<file path="src/rtl/cu_pkg.sv">
// Shared types and constants for the cu_seq instruction-cycle sequencer.
package cu_pkg;

  localparam int CU_PC_STEP = 4;

  typedef enum logic [1:0] {
    CU_KIND_ALU    = 2'd0,
    CU_KIND_BRANCH = 2'd1,
    CU_KIND_JAL    = 2'd2,
    CU_KIND_JALR   = 2'd3
  } cu_kind_t;

  typedef enum logic [2:0] {
    S_FETCH   = 3'd0,
    S_DECODE  = 3'd1,
    S_OPERAND = 3'd2,
    S_EXEC    = 3'd3,
    S_WB      = 3'd4,
    S_HALT    = 3'd5
  } cu_state_t;

  typedef enum logic [1:0] {
    CU_HALT_NONE     = 2'd0,
    CU_HALT_ERR      = 2'd1,
    CU_HALT_LIMIT    = 2'd2,
    CU_HALT_MISALIGN = 2'd3
  } cu_halt_t;

endpackage

</file>
<file path="src/rtl/cu_regfile.sv">
// Architectural register file: two asynchronous read ports, one synchronous
// write port, x0 hard-wired to zero, whole array cleared by reset.
module cu_regfile #(
  parameter int XLEN = 32,
  parameter int NREG = 32,
  parameter int AW   = $clog2(NREG)
) (
  input  logic            i_clk,
  input  logic            i_rst,
  input  logic [AW-1:0]   i_ra_addr,
  output logic [XLEN-1:0] o_ra_data,
  input  logic [AW-1:0]   i_rb_addr,
  output logic [XLEN-1:0] o_rb_data,
  input  logic            i_we,
  input  logic [AW-1:0]   i_wa,
  input  logic [XLEN-1:0] i_wd
);

  logic [XLEN-1:0] r_mem [NREG];

  always_ff @(posedge i_clk or posedge i_rst) begin
    if (i_rst) begin
      for (int i = 0; i < NREG; i++) r_mem[i] <= '0;
    end else if (i_we && (i_wa != '0)) begin
      r_mem[i_wa] <= i_wd;
    end
  end

  assign o_ra_data = (i_ra_addr == '0) ? '0 : r_mem[i_ra_addr];
  assign o_rb_data = (i_rb_addr == '0) ? '0 : r_mem[i_rb_addr];

endmodule

</file>
<file path="src/rtl/cu_seq.sv">
// Handshaked fetch/decode/operand/exec/writeback sequencer with sticky halt.
// Optional retired-instruction counter enabled by defining CU_RETIRE_CNT_EN.
module cu_seq
  import cu_pkg::*;
#(
  parameter int XLEN     = 32,
  parameter int NREG     = 32,
  parameter int RESET_PC = 0,
  parameter int PC_LIMIT = 512
) (
  input  logic            soc_clk,
  input  logic            reset,
  output logic            fetch_req,
  output logic [XLEN-1:0] fetch_addr,
  input  logic            fetch_valid,
  input  logic [31:0]     fetch_instr,
  output logic [31:0]     ir,
  output logic            dec_start,
  input  logic            dec_ready,
  input  logic [1:0]      dec_kind,
  input  logic [4:0]      dec_rd,
  input  logic [4:0]      dec_rs1,
  input  logic [4:0]      dec_rs2,
  input  logic [XLEN-1:0] dec_imm,
  input  logic            dec_use_imm,
  input  logic [1:0]      dec_override,
  output logic            alu_start,
  output logic [XLEN-1:0] alu_a,
  output logic [XLEN-1:0] alu_b,
  input  logic            alu_done,
  input  logic [XLEN-1:0] alu_result,
  input  logic            alu_flag,
  input  logic            err_in,
  output logic            halted,
  output logic [1:0]      halt_cause,
  output logic [2:0]      dbg_state
`ifdef CU_RETIRE_CNT_EN
  ,
  output logic [31:0]     retire_count
`endif
);

  localparam int AW = $clog2(NREG);
  localparam logic [XLEN-1:0] STEP  = XLEN'(CU_PC_STEP);
  localparam logic [XLEN-1:0] LIMIT = XLEN'(PC_LIMIT);
  localparam logic [XLEN-1:0] PC0   = XLEN'(RESET_PC);

  cu_state_t       r_state, w_next_state;
  cu_halt_t        r_halt_cause, w_cause;
  cu_kind_t        r_kind;
  logic [XLEN-1:0] r_pc, r_imm, r_alu_a, r_alu_b, r_result, r_last_wb;
  logic [31:0]     r_ir;
  logic [AW-1:0]   r_rd, r_rs1, r_rs2;
  logic [1:0]      r_override;
  logic            r_use_imm, r_flag, r_dec_start, r_alu_start;

  logic [XLEN-1:0] w_rs1_val, w_rs2_val, w_op_a, w_op_b;
  logic [XLEN-1:0] w_link, w_next_pc, w_wb_data;
  logic            w_wb_en, w_reg_we;

  cu_regfile #(.XLEN(XLEN), .NREG(NREG), .AW(AW)) u_regfile (
    .i_clk     (soc_clk),
    .i_rst     (reset),
    .i_ra_addr (r_rs1),
    .o_ra_data (w_rs1_val),
    .i_rb_addr (r_rs2),
    .o_rb_data (w_rs2_val),
    .i_we      (w_reg_we),
    .i_wa      (r_rd),
    .i_wd      (w_wb_data)
  );

  always_comb begin
    w_op_a = r_override[0] ? r_last_wb : w_rs1_val;
    w_op_b = r_use_imm ? r_imm : w_rs2_val;
    if (r_override[1]) w_op_b = r_last_wb;
  end

  // The JALR base is operand A, so a forwarded value steers the jump too.
  always_comb begin
    w_link    = r_pc + STEP;
    w_next_pc = w_link;
    w_wb_en   = 1'b0;
    w_wb_data = w_link;
    case (r_kind)
      CU_KIND_ALU: begin
        w_wb_en   = 1'b1;
        w_wb_data = r_result;
      end
      CU_KIND_BRANCH: if (r_flag) w_next_pc = r_pc + r_imm;
      CU_KIND_JAL: begin
        w_wb_en   = 1'b1;
        w_next_pc = r_pc + r_imm;
      end
      CU_KIND_JALR: begin
        w_wb_en      = 1'b1;
        w_next_pc    = r_alu_a + r_imm;
        w_next_pc[0] = 1'b0;
      end
      default: w_wb_en = 1'b0;
    endcase
  end

  always_comb begin
    w_next_state = r_state;
    w_cause      = CU_HALT_NONE;
    case (r_state)
      S_FETCH:   if (fetch_valid) w_next_state = S_DECODE;
      S_DECODE:  if (dec_ready) w_next_state = S_OPERAND;
      S_OPERAND: w_next_state = S_EXEC;
      S_EXEC:    if (alu_done) w_next_state = S_WB;
      S_WB: begin
        if (w_next_pc[1:0] != 2'b00) begin
          w_next_state = S_HALT;
          w_cause      = CU_HALT_MISALIGN;
        end else if (w_next_pc >= LIMIT) begin
          w_next_state = S_HALT;
          w_cause      = CU_HALT_LIMIT;
        end else begin
          w_next_state = S_FETCH;
        end
      end
      S_HALT:  w_next_state = S_HALT;
      default: w_next_state = S_HALT;
    endcase
    if (err_in && (r_state != S_HALT)) begin
      w_next_state = S_HALT;
      w_cause      = CU_HALT_ERR;
    end
  end

  // The rd write commits even when the new PC halts; only an error blocks it.
  assign w_reg_we = (r_state == S_WB) && !err_in && w_wb_en && (r_rd != '0);

  always_ff @(posedge soc_clk or posedge reset) begin
    if (reset) begin
      r_state      <= S_FETCH;
      r_halt_cause <= CU_HALT_NONE;
      r_kind       <= CU_KIND_ALU;
      r_pc         <= PC0;
      r_imm        <= '0;
      r_alu_a      <= '0;
      r_alu_b      <= '0;
      r_result     <= '0;
      r_last_wb    <= '0;
      r_ir         <= '0;
      r_rd         <= '0;
      r_rs1        <= '0;
      r_rs2        <= '0;
      r_override   <= '0;
      r_use_imm    <= 1'b0;
      r_flag       <= 1'b0;
      r_dec_start  <= 1'b0;
      r_alu_start  <= 1'b0;
    end else begin
      r_state     <= w_next_state;
      r_dec_start <= (r_state == S_FETCH) && (w_next_state == S_DECODE);
      r_alu_start <= (r_state == S_OPERAND) && (w_next_state == S_EXEC);
      if ((r_state == S_FETCH) && (w_next_state == S_DECODE)) r_ir <= fetch_instr;
      if ((r_state == S_DECODE) && (w_next_state == S_OPERAND)) begin
        r_kind     <= cu_kind_t'(dec_kind);
        r_rd       <= dec_rd[AW-1:0];
        r_rs1      <= dec_rs1[AW-1:0];
        r_rs2      <= dec_rs2[AW-1:0];
        r_imm      <= dec_imm;
        r_use_imm  <= dec_use_imm;
        r_override <= dec_override;
      end
      if ((r_state == S_OPERAND) && (w_next_state == S_EXEC)) begin
        r_alu_a <= w_op_a;
        r_alu_b <= w_op_b;
      end
      if ((r_state == S_EXEC) && (w_next_state == S_WB)) begin
        r_result <= alu_result;
        r_flag   <= alu_flag;
      end
      if ((r_state == S_WB) && (w_next_state == S_FETCH)) r_pc <= w_next_pc;
      if (w_reg_we) r_last_wb <= w_wb_data;
      if ((r_state != S_HALT) && (w_next_state == S_HALT)) r_halt_cause <= w_cause;
    end
  end

`ifdef CU_RETIRE_CNT_EN
  logic [31:0] r_retire_count;

  always_ff @(posedge soc_clk or posedge reset) begin
    if (reset) begin
      r_retire_count <= '0;
    end else if ((r_state == S_WB) && (w_next_state == S_FETCH) && (r_retire_count != 32'hFFFF_FFFF)) begin
      r_retire_count <= r_retire_count + 32'd1;
    end
  end

  assign retire_count = r_retire_count;
`endif

  assign fetch_req  = (r_state == S_FETCH) && !reset;
  assign fetch_addr = r_pc;
  assign ir         = r_ir;
  assign dec_start  = r_dec_start;
  assign alu_start  = r_alu_start;
  assign alu_a      = r_alu_a;
  assign alu_b      = r_alu_b;
  assign halted     = (r_state == S_HALT);
  assign halt_cause = r_halt_cause;
  assign dbg_state  = r_state;

endmodule

</file>
<file path="config.mk">
export PLATFORM = sky130hd
export DESIGN_NAME = cu_seq
export DESIGN_NICKNAME = d
export VERILOG_FILES = /design/src/rtl/cu_pkg.sv /design/src/rtl/cu_regfile.sv /design/src/rtl/cu_seq.sv
export SDC_FILE = /design/constraint.sdc
export NUM_CORES = 2
export LEC_CHECK = 0
export BUFFER_PORTS_ARGS = -buffer_cell sky130_fd_sc_hd__buf_2
export CAP_MARGIN = 0
export CORE_ASPECT_RATIO = 0.8
export CORE_MARGIN = 10
export CORE_UTILIZATION = 40
export DETAILED_ROUTE_END_ITERATION = 10
export GPL_TIMING_DRIVEN = 0
export SYNTH_ARGS = -nofsm -noshare
export SYNTH_HDL_FRONTEND = slang
export SYNTH_HIERARCHICAL = 1
export SYNTH_SLANG_ARGS = --single-unit
</file>
<file path="constraint.sdc">
create_clock -name soc_clk -period 66.2 [get_ports soc_clk]
set_input_delay 6.62 -clock soc_clk [delete_from_list [all_inputs] [get_ports soc_clk]]
set_output_delay 6.62 -clock soc_clk [all_outputs]
set_load 0.02 [all_outputs]
</file>
== After elaboration in Yosys (flattened, before gate mapping) ==
Cells that the tools add are included.
Word-level totals
  flip-flop bits (word level): 1276
  input port bits: 123
  output and inout bits: 137
  logic and storage cells: 127
Cells by class
  add/sub/neg operators: 3
  order comparisons: 5
  equal/unequal tests: 14
  mux-type cells: 29
  bitwise gates (word level): 3
  reduce and logical (&&, ||, !) cells: 23
Operators by type and width (number)
  1024-bit bitwise mux: 1
  32-bit two-way mux: 12
  32-bit binary-select mux with 5-bit select: 2
  32-bit demux with 5-bit select: 1
  32-bit one-hot mux with 3 select lines: 1
  32-bit adder: 2
  32-bit by 3-bit adder with 32-bit output, second input constant: 1
  32-bit by 10-bit >= comparator with 1-bit output, second input constant: 1
  6-bit >= comparator, second input constant: 3
  3-bit two-way mux: 6
  5-bit NOT with 6-bit output: 3
  3-bit one-hot mux with 5 select lines: 1
  1-bit logical AND: 13
  3-bit by 2-bit == test with 1-bit output, second input constant: 4
  3-bit == test, second input constant: 4
  5-bit logical NOT: 2
  2-bit two-way mux: 4
  3-bit by 1-bit == test with 1-bit output, second input constant: 2
  3-bit logical NOT: 2
  6-bit by 1-bit less-than comparator with 1-bit output, second input constant: 1
  5-bit nonzero test: 1
  2-bit == test, second input constant: 2
  3-bit != test, second input constant: 1
  3-bit OR reduction: 1
  5 further kinds: 6

== Logic depth before layout (Yosys ltp) ==
  word-level depth: 10
  mapped depth: 16
  depth with buffers taken out: 14

== Cells and area by module ==
The synthesis kept the hierarchy.
By module, submodules not included
  cu_regfile: times used 1, cells each 3614, area an instance 54923.9 µm², sequential area each 25624.6 µm²
  cu_seq: times used 1, cells each 1688, area an instance 15474.8 µm², sequential area each 6306.0 µm²

== Least setup slack after synthesis ==
No wires, ideal clock.
  path type: input-to-output
  start: in reset
  end: out fetch_req
  data arrival time: 7.247 ns
  data required time: 59.580 ns
  slack: 52.333 ns
  stages: 1
  path buffers: 0
  cells stage by stage: nor4_1
Between the ends
  longest elaborated chain between the ends: 2
RTL lines
  start: declaration: line cu_seq.sv:12  | input logic reset,
  1-bit logical NOT: line cu_seq.sv:197  | assign fetch_req = (r_state == S_FETCH) && !reset;
  1-bit logical AND: line cu_seq.sv:197
  end: declaration: line cu_seq.sv:13  | output logic fetch_req,
Every way passes these cells.

== Worst setup path after layout ==
Ends and elaborated chain as after synthesis.

==> results.md <==
- Yosys printed 6 warnings.
- The share of the synthesized area in the top cell type is a little under half.
- In this run the deepest clock path goes through 3 buffers.
- The sequential element share of the synthesized area is 45.4%.
- Pin placement for this block handled 260 I/O pins.
- In this run the tightest slew margin relative to its limit is -0.729%.
- The critical path goes through buf_2, nor4_1, buf_2.
- Post-CTS repair changed the size of 0 cells.
- TritonCTS built the clock tree.
- The number of antenna violations at the first check in global routing is 14.
- Yosys mapped the design onto 98 distinct sky130hd cell types.
- The effective utilization at floorplan is 40.3%.
- The core region is around 170000 um2.
- Across every metal layer, demand over resource in global routing totals 28.0%.
- Based on the critical path, the design can be clocked at up to approximately 0.072 GHz.
- Of the cells placed in the final design, the portion with a size suffix greater than 1 is approximately two fifths.
- The register-to-register setup slack is 60.19 ns.
- The core utilization of the finished layout is 45.6%.
- For this run, the post-layout net count is approximately 5900.
- The number of enable-type register cells in the synthesized netlist is 0.
- Setup repair after global routing left no endpoint under its margin.
- The flip-flop and latch count after synthesis is 1276.
- The clock root buffer master is sky130_fd_sc_hd__clkbuf_16.
- Ranked by instance count, the synthesized netlist is headed by sky130_fd_sc_hd__dfrtp_1 (1276), sky130_fd_sc_hd__mux2_2 (1133), sky130_fd_sc_hd__mux4_2 (447).
- The largest net degree at the start of global routing is 131.
- The synthesized design spends more area on one cell type than any other, namely sky130_fd_sc_hd__dfrtp_1.
- Setup violations remaining at the end of the flow were counted as 0.
- The smallest clock period supported by the final layout is computed as 13.97 ns.
- The area share of xor/xnor cells in the synthesized design is under 10%.
- The worst setup margin is about 52 ns.
- Dividing the detail-routed via count by the number of cells gives 6.33.
- For this run, the slowest stage of the critical path takes about 0.27 ns.
- In the post-synthesis netlist, the biggest area contributors are sky130_fd_sc_hd__dfrtp_1 (45%), sky130_fd_sc_hd__mux2_2 (18%), sky130_fd_sc_hd__mux4_2 (14%), sky130_fd_sc_hd__mux2i_1 (2.8%), sky130_fd_sc_hd__nand2_1 (1.8%).
- The most used flip-flop cell after synthesis is sky130_fd_sc_hd__dfrtp_1.
- For the worst setup path, the data arrival time is 7.35 ns.
- The cell area after technology mapping is about 70000 um2.
- The number of clock buffers inserted by TritonCTS is 134.
- The synthesized-area fraction occupied by ao, oa, aoi and oai cells is under 10%.
- The share of cell area taken by muxes after synthesis is a little over a third.
- The setup skew after layout is 0.0328 ns.
- Buffers added to address setup during post-CTS repair amount to 0.
- Detailed placement ended at an HPWL of between 200 and 250 mm.
- The slowest cell on the critical path is sky130_fd_sc_hd__nor4_1.
- After Yosys synthesis, and, or, nand and nor cells account for roughly 5.0% of the synthesized area.
- The layout overhead on the synthesized area is 13.1%.
- The endpoint required time on the critical path is a little under 60 ns.
- Final hold analysis gives a worst-case slack of around 0.47 ns.
- Global routing finished with a remaining overflow of 0.
- Along the worst path, the maximum fanout reaches 3.
- The floorplan step defined a die boundary enclosing ~190000 um2.
- Synthesis produced roughly 5300 cells.
- The kind of path behind the tightest hold check is reg2reg.
- The worst setup path is of the in2out kind.
- Port buffering added between 200 and 300 buffers.
- The fraction of the mapped netlist area in adder cells is 1.16%.
- After synthesis, the mean cell area works out to 13.3 um2.
- The total of max-cap violations is 2.
- Of all flip-flops after synthesis, the portion carrying an async set or reset was 100%.
- The maximum VDD drop is 0.0242 mV.
- The checks that failed: capacitance limit, slew limit.
- STA classifies the critical path endpoint as an output port.
- The H-tree depth is 4.
- By area, the combinational part of the netlist is dominated by multiplexers.
- The number of placement rows is roughly 140.
- The cell repeated most along the worst path is sky130_fd_sc_hd__buf_2.
- The register clock-pin slew on the reported worst setup and hold paths is 0.06 ns.
- The number of hold violations in the final report is 0.
- The die boundary height is roughly 400 um.
- The measured slew at the worst slew-check pin is roughly 1.5 ns.
- In this run, post-CTS hold repair placed 0 buffers.
- The worst setup timing slack at the placement stage is 52.22 ns.
- The total via count after detailed routing is 51400.
- From left edge to right edge, the die measures slightly below 500 um.
- The max-slew violation total from the final report was 6.
- The worst setup path is launched from an input pin.
- The total placed cells including tap cells is about 7900.
- The total negative setup slack is 0 ns.
- The run finished, with violations left.
- Wires add up to roughly 280 mm.
- The cell leakage power is 36.0 nW.
- The power per standard cell area is approximately 21 nW/um2.
- Once layout is complete, the cells apart from fillers number just over 8000.
- The share of the cycle needed by the critical path after routing is between 20% and 30%.
- The number of global-route vias before repair came to between 50000 and 60000.
- CTS saw between 1000 and 1500 sinks.
- The DRC violations left is 0.
- The detail route stage leaves a number of antenna-violating nets equal to 0.
- The global placer's final weighted congestion is between 0.9 and 1.
- Yosys instantiated no cell more often than sky130_fd_sc_hd__dfrtp_1.
- The global-route wire length before repair is ~400 mm.
- For this block, the initial DRC count from the detailed router was just under 6000.
- The clock insertion delay at the later pin of the skew report is around 0.80 ns.
- The number of nets in the synthesized netlist is around 5500.
- Dividing the detail-routed wire length by the instance count gives between 30 and 40 um.
- The detailed-routing iteration count for the pre-antenna-repair pass is 6.
[where the power goes]
part | switching [mW] | leakage [nW] | internal [mW]
clock | 0.339 | 2.23 | 0.461
combinational | 0.0486 | 16.0 | 0.0175
sequential | 0.00174 | 17.8 | 0.781
[sequential cells by signal (all words and copies together) (netlist names), 2 cells and up]
name,count
alu_b,32
r_imm,32
halt_cause,2
r_rs2,5
r_result,32
r_rd,5
alu_a,32
fetch_addr,32
ir,32
r_override,2
r_kind,2
r_last_wb,32
u_regfile/r_mem,1024
dbg_state,3
r_rs1,5
[layer usage]
metal | track usage, % | wire [um] | part of all wire (%) | up-vias
met5 | 0.500 | 252 | 0.090 | -
met4 | 9.45 | 10100 | 3.6 | 20
met3 | 13.8 | 39900 | 14 | 564
met2 | 38.8 | 114000 | 41 | 2944
met1 | 37.7 | 114000 | 41 | 27000
li1 | - | - | - | 20900
[placed cells by master (no fill, tap or decap), types with 18 or more instances in the layout]
cell,instances
sky130_fd_sc_hd__dfrtp_1,1276
sky130_fd_sc_hd__mux2_2,1133
sky130_fd_sc_hd__mux4_2,447
sky130_fd_sc_hd__buf_2,391
sky130_fd_sc_hd__nand2_1,331
sky130_fd_sc_hd__clkbuf_1,280
sky130_fd_sc_hd__mux2i_1,195
sky130_fd_sc_hd__clkbuf_16,139
sky130_fd_sc_hd__o21ai_0,134
sky130_fd_sc_hd__a21oi_1,129
sky130_fd_sc_hd__nor2_1,123
sky130_fd_sc_hd__o21ai_1,120
sky130_fd_sc_hd__nor2b_1,100
sky130_fd_sc_hd__buf_4,73
sky130_fd_sc_hd__a211oi_1,70
sky130_fd_sc_hd__buf_6,68
sky130_fd_sc_hd__a311oi_1,66
sky130_fd_sc_hd__a22oi_1,65
sky130_fd_sc_hd__ha_1,62
sky130_fd_sc_hd__xnor2_1,48
sky130_fd_sc_hd__a221oi_1,47
sky130_fd_sc_hd__mux2_1,42
sky130_fd_sc_hd__xor2_1,37
sky130_fd_sc_hd__nand3_1,36
sky130_fd_sc_hd__nand4_1,27
sky130_fd_sc_hd__clkbuf_8,25
sky130_fd_sc_hd__o2111ai_1,21
sky130_fd_sc_hd__inv_1,20
sky130_fd_sc_hd__nor3_1,18
sky130_fd_sc_hd__clkinv_2,18
[worst max-delay path: cells and delay by family]
| kind | cells | cell delay (ns) |
|---|---|---|
| buffers and inverters | 2 | 0.46 |
| AND/OR/NAND/NOR | 1 | 0.27 |
[final cells by class]
type,instances,area [um2]
fillers,15700,95100
multi-input cells,3478,35500
flip-flops and latches,1276,31900
clock buffers,194,3940
well taps,2293,2870
plain buffers,522,2850
repair buffers,285,1740
clock inverters,43,606
inverters,26,113
diodes,12,30.0
[kinds of logic after synthesis]
logic type,count (synthesis)
muxes,1819
DFF,1276
AOI/OAI and AO/OA,777
and+or+nand+nor,733
buffers and inverters,548
xor gates and xnor gates,85
adders and majority gates,64
[stage by stage]
step | cell area [um2] | power [mW]
after CTS | 79600 | 1.66
after detailed placement | 75000 | 0.862
final | 79600 | 1.65
after floorplan | 70400 | 0.834
after global routing | 79600 | 1.69
after global placement | 74600 | 0.861
[worst paths after layout]
| kind | start | to | cells past startpoint |
|---|---|---|---|
| min in group asynchronous | reset | u_regfile/r_mem[999] | 2 |
| max in group asynchronous | reset | u_regfile/r_mem[40] | 5 |
| max | reset | fetch_req | 3 |
| max reg2reg | dbg_state[2] | u_regfile/r_mem[524] | 11 |
| min | ir[8] | ir[8] | 2 |
| min reg2reg | ir[8] | ir[8] | 2 |
No activity file was read; power rests on OpenSTA's default activity.
